<file path="src/rtl/pipe_delay_chain.sv">
// -----------------------------------------------------------------------------
// pipe_delay_chain
//   Parametrised N-stage pipeline register with bypass. It aligns operands and
//   results in the DSP48A1 datapath. Each stage holds a WIDTH-bit data word and
//   a valid bit. All stages share one clock enable. A synchronous flush clears
//   the pipe. A registered count tracks how many stages hold valid words.
//   DEPTH=0 turns the block into a plain combinational wire-through.
//
// Parameters
//   WIDTH      data width per stage (>=1)
//   DEPTH      number of register stages, 0..16 (0 = combinational bypass)
//   FLUSH_DATA 1: flush also zeroes stage data; 0: flush clears valid bits only
//   OCC_W      occupancy width, 2**OCC_W must exceed DEPTH
//
// Ports
//   clk        rising-edge clock
//   rst        asynchronous active-high reset (clears data, valids, count)
//   ce         clock enable; 0 freezes every stage and the count
//   flush      synchronous flush, only acts when ce=1
//   in_valid   valid for in_data
//   in_data    data into stage 0
//   out_valid  valid bit of the last stage
//   out_data   data word of the last stage
//   occupancy  number of stages whose valid bit is set
// -----------------------------------------------------------------------------
module pipe_delay_chain #(
    parameter int WIDTH      = 18,
    parameter int DEPTH      = 2,
    parameter int FLUSH_DATA = 0,
    parameter int OCC_W      = 5
) (
    input  logic             clk,
    input  logic             rst,
    input  logic             ce,
    input  logic             flush,
    input  logic             in_valid,
    input  logic [WIDTH-1:0] in_data,
    output logic             out_valid,
    output logic [WIDTH-1:0] out_data,
    output logic [OCC_W-1:0] occupancy
);

    if (DEPTH < 0 || DEPTH > 16 || WIDTH < 1 || (2 ** OCC_W) <= DEPTH) begin : g_param_err
        $error("pipe_delay_chain: illegal parameters (DEPTH 0..16, WIDTH>=1, 2**OCC_W>DEPTH)");
    end

    if (DEPTH == 0) begin : g_bypass

        // Pure wire-through: the clock, reset and control inputs have no effect.
        logic unused_ctrl;
        assign unused_ctrl = &{1'b0, clk, rst, ce, flush};

        assign out_valid = in_valid;
        assign out_data  = in_data;
        assign occupancy = '0;

    end else begin : g_pipe

        logic [WIDTH-1:0] data_p [DEPTH];
        logic [DEPTH-1:0] vld_p;
        logic [OCC_W-1:0] occ_p;

        // The word leaving the last stage is replaced by the word entering
        // stage 0, so the count moves by at most one per edge. It stays equal
        // to the popcount of vld_p and can never wrap.
        function automatic logic [OCC_W-1:0] occ_next(input logic [OCC_W-1:0] occ,
                                                      input logic              vin,
                                                      input logic              vout);
            return occ + OCC_W'(vin) - OCC_W'(vout);
        endfunction

        // ---- stage registers: shift on every enabled edge ----
        always_ff @(posedge clk or posedge rst) begin
            if (rst) begin
                for (int k = 0; k < DEPTH; k++) begin
                    data_p[k] <= '0;
                end
                vld_p <= '0;
                occ_p <= '0;
            end else if (ce) begin
                if (flush) begin
                    // The incoming word is dropped along with every in-flight valid.
                    vld_p <= '0;
                    occ_p <= '0;
                    if (FLUSH_DATA != 0) begin
                        for (int k = 0; k < DEPTH; k++) begin
                            data_p[k] <= '0;
                        end
                    end else begin
                        for (int k = DEPTH - 1; k > 0; k--) begin
                            data_p[k] <= data_p[k-1];
                        end
                        data_p[0] <= in_data;
                    end
                end else begin
                    // Invalid words still move through the pipe, with valid=0.
                    for (int k = DEPTH - 1; k > 0; k--) begin
                        data_p[k] <= data_p[k-1];
                    end
                    data_p[0] <= in_data;
                    vld_p     <= (vld_p << 1) | DEPTH'(in_valid);
                    occ_p     <= occ_next(occ_p, in_valid, vld_p[DEPTH-1]);
                end
            end
        end

        // ---- output: last stage ----
        assign out_valid = vld_p[DEPTH-1];
        assign out_data  = data_p[DEPTH-1];
        assign occupancy = occ_p;

    end

endmodule

</file>
<file path="config.mk">
export PLATFORM = sky130hd
export DESIGN_NAME = pipe_delay_chain
export DESIGN_NICKNAME = d
export VERILOG_FILES = /design/src/rtl/pipe_delay_chain.sv
export SDC_FILE = /design/constraint.sdc
export NUM_CORES = 1
export LEC_CHECK = 0
export BUFFER_PORTS_ARGS = -buffer_cell sky130_fd_sc_hd__buf_2
export CORE_ASPECT_RATIO = 0.6
export CORE_UTILIZATION = 35
export DETAILED_ROUTE_END_ITERATION = 6
export SLEW_MARGIN = 20
export SYNTH_ARGS = -nofsm -noshare
export SYNTH_HDL_FRONTEND = slang
export SYNTH_SLANG_ARGS = --single-unit
</file>
<file path="constraint.sdc">
create_clock -name clk -period 4.48 [get_ports clk]
set_input_delay 0.896 -clock clk [delete_from_list [all_inputs] [get_ports clk]]
set_output_delay 0.896 -clock clk [all_outputs]
set_load 0.05 [all_outputs]
</file>
==> out/results.tsv <==
stage	metric	value	unit
clock_tree	CTS H-tree lvls	2	
yosys	XOR/XNOR Fraction of Synth Area	0.456	%
sta	highest clock rate	450	MHz
sta	final setup fails	0	
clock_tree	CTS tree	done	
floorplanning	core area	0.00518	mm²
placed_design	DP HPWL	2450	µm
cells_and_area	layout cell share with drive strength beyond 1	51.2	%
clock_tree	post-CTS setup buffers	0	
clock_tree	clk sink count	43	
critical_path	crit start category	register	
cells_and_area	Layout Nets	201	
power	Lkg Pwr	1.01	nW
floorplanning	die width	97.7	µm
flow_run	Max-Cap Viols	0	
yosys	Synth Area in Compound Gates	4.10	%
sta	Hold Vio Cnt, Final	0	
critical_path	CP Data Arrival Time	2.42	ns
global_routing	grt total ovfl	0	
detailed_routing	drt initial violations	38	
yosys	Synth Register Bits	43	
critical_path	sequence of cells on the critical path	ha_1 -> inv_1 -> ha_1 -> inv_1 -> fa_1 -> nor2b_1 -> o22ai_2 -> xnor2_1 -> o311ai_1	
yosys	cell with the most instances after synthesis	dfrtp_1	
cells_and_area	layout overhead on the synthesized area	12.9	%
yosys	area share of fa/ha/maj cells after synthesis	4.30	%
yosys	mux contribution to synthesized area	21.6	%
critical_path	Setup CP Type	reg2reg	
floorplanning	Die ar.	0.00580	mm²
clock_tree	CTS root buf	clkbuf_8	
critical_path	crit end category	register	
global_routing	vias in the first global route	1223	
sta	Worst slew margin	39.0	%
run_status	status	finished with violations	
yosys	synth cell count leaders	43 x dfrtp_1, 32 x mux2_2, 18 x buf_4, 8 x inv_1	
placed_design	Port Buf Inserts	46	
power	proportion of power drawn by combinational gates	33.1	%
critical_path	Critical Path RT	4.68	ns
floorplanning	initial core utilization	37.1	%
sta	minimum clock period	2.22	ns
critical_path	crit path max-delay cell type	dfrtp_1	
yosys	yosys warns	0	
yosys	post-synth top area cell	dfrtp_1	
yosys	Seq/Total Area, Yosys	56.0	%
critical_path	crit path max fanout	3	
global_routing	initial antenna violation count	0	
sta	skew final	0.00709	ns
yosys	Synth area leaders	dfrtp_1 56%, mux2_2 19%, buf_4 7.0%	
cells_and_area	diode count	0	
global_routing	GRT Total Usage	13.4	%
yosys	Yosys top cell area share	56.0	%
floorplanning	num ports	47	
detailed_routing	TritonRoute pass-1 iters	6	
detailed_routing	vias per cell	4.72	
sta	setup ws final	2.26	ns
clock_tree	Clock transition at path regs	0.08	ns
placed_design	Placed Area	0.00208	mm²
detailed_routing	DR vias	1124	
critical_path	CP max stage delay	0.40	ns
placed_design	DP Worst Slack	2.01	ns
power	Peak VDD IR	182	µV
sta	unrepaired setup endpoints after global routing	no	
detailed_routing	wire per inst	14.4	µm
detailed_routing	DRT Wirelength	3420	µm
yosys	Post-Syn Area per Cell	13.6	µm²
clock_tree	CTS resizes	0	
sta	worst-margin pin slew	0.916	ns
cells_and_area	fill cell count	498	
sta	Slew Viols, Final	0	
detailed_routing	final antenna-violating net count	0	
yosys	Post-synth EDFFs	0	
power	Sequential Power Share	44.2	%
clock_tree	clk buf depth	2	
sta	Final Cycle Share	49.6	%
cells_and_area	Final Cell Area	0.00217	mm²
detailed_routing	DR DRC count	2	
yosys	Cells after Synth	141	
yosys	Yosys cell types	29	
yosys	Synth Area in Simple Gates	3.45	%
critical_path	internal reg-to-reg setup slack	2.26	ns
clock_tree	hold buffers post-CTS	0	
power	total power	0.00108	W
yosys	Post-Syn Nets	170	
sta	setup TNS	0	ns
power	Cell Int Power	0.000684	W
yosys	combinational family with the most area after synthesis	multiplexers	
clock_tree	CTS Buf Count	5	
run_status	violated checks	design-rule violations	
clock_tree	clock latency on the worst-skew pair	0.29	ns
floorplanning	Die Ht	59.4	µm
power	P_sw	0.000396	W
yosys	ys async rst share	100	%
placed_design	GPL Wtd Cong	0.659	
yosys	Post-Syn Area	0.00192	mm²
power	switching share of total power	36.7	%
floorplanning	floorplan row count	20	
hold_path	Hold Path Class	reg2reg	
power	clock share of power	22.7	%
global_routing	largest net degree at the start of global routing	44	
global_routing	first-pass GRT wire length	5770	µm
power	total power per unit cell area	498	mW/mm²
yosys	Top FF cell, synth	dfrtp_1	
==> registers in the layout, summed over array words and instances (netlist names) <==
name           cells
g_pipe.data_p     18
out_data          18
occupancy          5
g_pipe.vld_p       2
==> power by group through the flow <==
stage / clock, W / sequential [W] / combinational [W]
floorplan: 0 / 0.000523 / 0.000268
global placement: 0 / 0.000483 / 0.000341
detailed placement: 0 / 0.000486 / 0.000360
CTS: 0.000259 / 0.000478 / 0.000360
global route: 0.000276 / 0.000486 / 0.000382
finish: 0.000245 / 0.000478 / 0.000358
==> worst max-delay path: cells and delay by family (launching register included) <==
kind	cells	cell delay, ns
compound gates	2	0.39
xor+xnor	1	0.15
fa+ha+maj	3	0.84
buf+inv	2	0.11
flops	1	0.40
simple gates	1	0.22
==> final cells by class <==
cell class	count	area [µm²]	share of cell area [%]
well taps	66	82.6	3.81
flip-flops and latches	43	1080	49.6
multi-input cells	66	652	30.0
inverters	9	33.8	1.56
repair buffers	47	238	11.0
clock inverters	1	5.00	0.231
clock buffers	6	82.6	3.81
==> final timing paths <==
path | from | end | cells past startpoint
setup / recovery | g_pipe.vld_p[1]$_DFFE_PP0P_ | occupancy[4]$_DFFE_PP0P_ | 9
hold / removal | g_pipe.data_p[34]$_DFFE_PP0P_ | g_pipe.data_p[34]$_DFFE_PP0P_ | 1
setup reg to reg | g_pipe.vld_p[1]$_DFFE_PP0P_ | occupancy[4]$_DFFE_PP0P_ | 9
hold reg to reg | g_pipe.data_p[34]$_DFFE_PP0P_ | g_pipe.data_p[34]$_DFFE_PP0P_ | 1
max in group asynchronous | rst | out_data[4]$_DFFE_PP0P_ | 3
min in group asynchronous | rst | out_data[6]$_DFFE_PP0P_ | 3
==> cell usage in the layout (no fill, tap or decap), types with 2 or more instances in the layout <==
master / netlist / layout
nor2b_1: 2 / 2
nand2_1: 3 / 3
mux2_2: 32 / 32
mux2_1: 4 / 4
ha_1: 5 / 5
buf_2: 5 / 46
nor3b_1: 2 / 2
inv_1: 8 / 7
clkbuf_8: 0 / 6
dfrtp_1: 43 / 43
==> metrics by stage <==
step / hold slack [ns] / utilization [%] / instances
2_1_floorplan: 0.452 / - / 141
3_3_place_gp: 0.463 / 40.2 / 231
3_5_place_dp: 0.474 / 40.2 / 231
4_1_cts: 0.492 / 41.9 / 238
5_1_grt: 0.507 / 41.9 / 238
6_report: 0.484 / 41.9 / 238
==> routing by layer <==
layer  GRT usage, %  share of wire [%]  routed length, µm
met2           22.8                 50               1710
met5              0                  0                  0
met3           6.60                7.3                249
met4           5.84               0.70                 24
met1           14.7                 42               1440
==> logic make-up (layout without fill, tap and decap cells) <==
family	Yosys count	after routing
multiplexers	37	37
buffers and inverters	32	63
XOR/XNOR	1	1
AO/OA/AOI/OAI	10	10
adder cells (fa/ha/maj)	6	6
flip-flops	43	43
AND/OR/NAND/NOR	12	12
(Power assumes the default switching activity.)
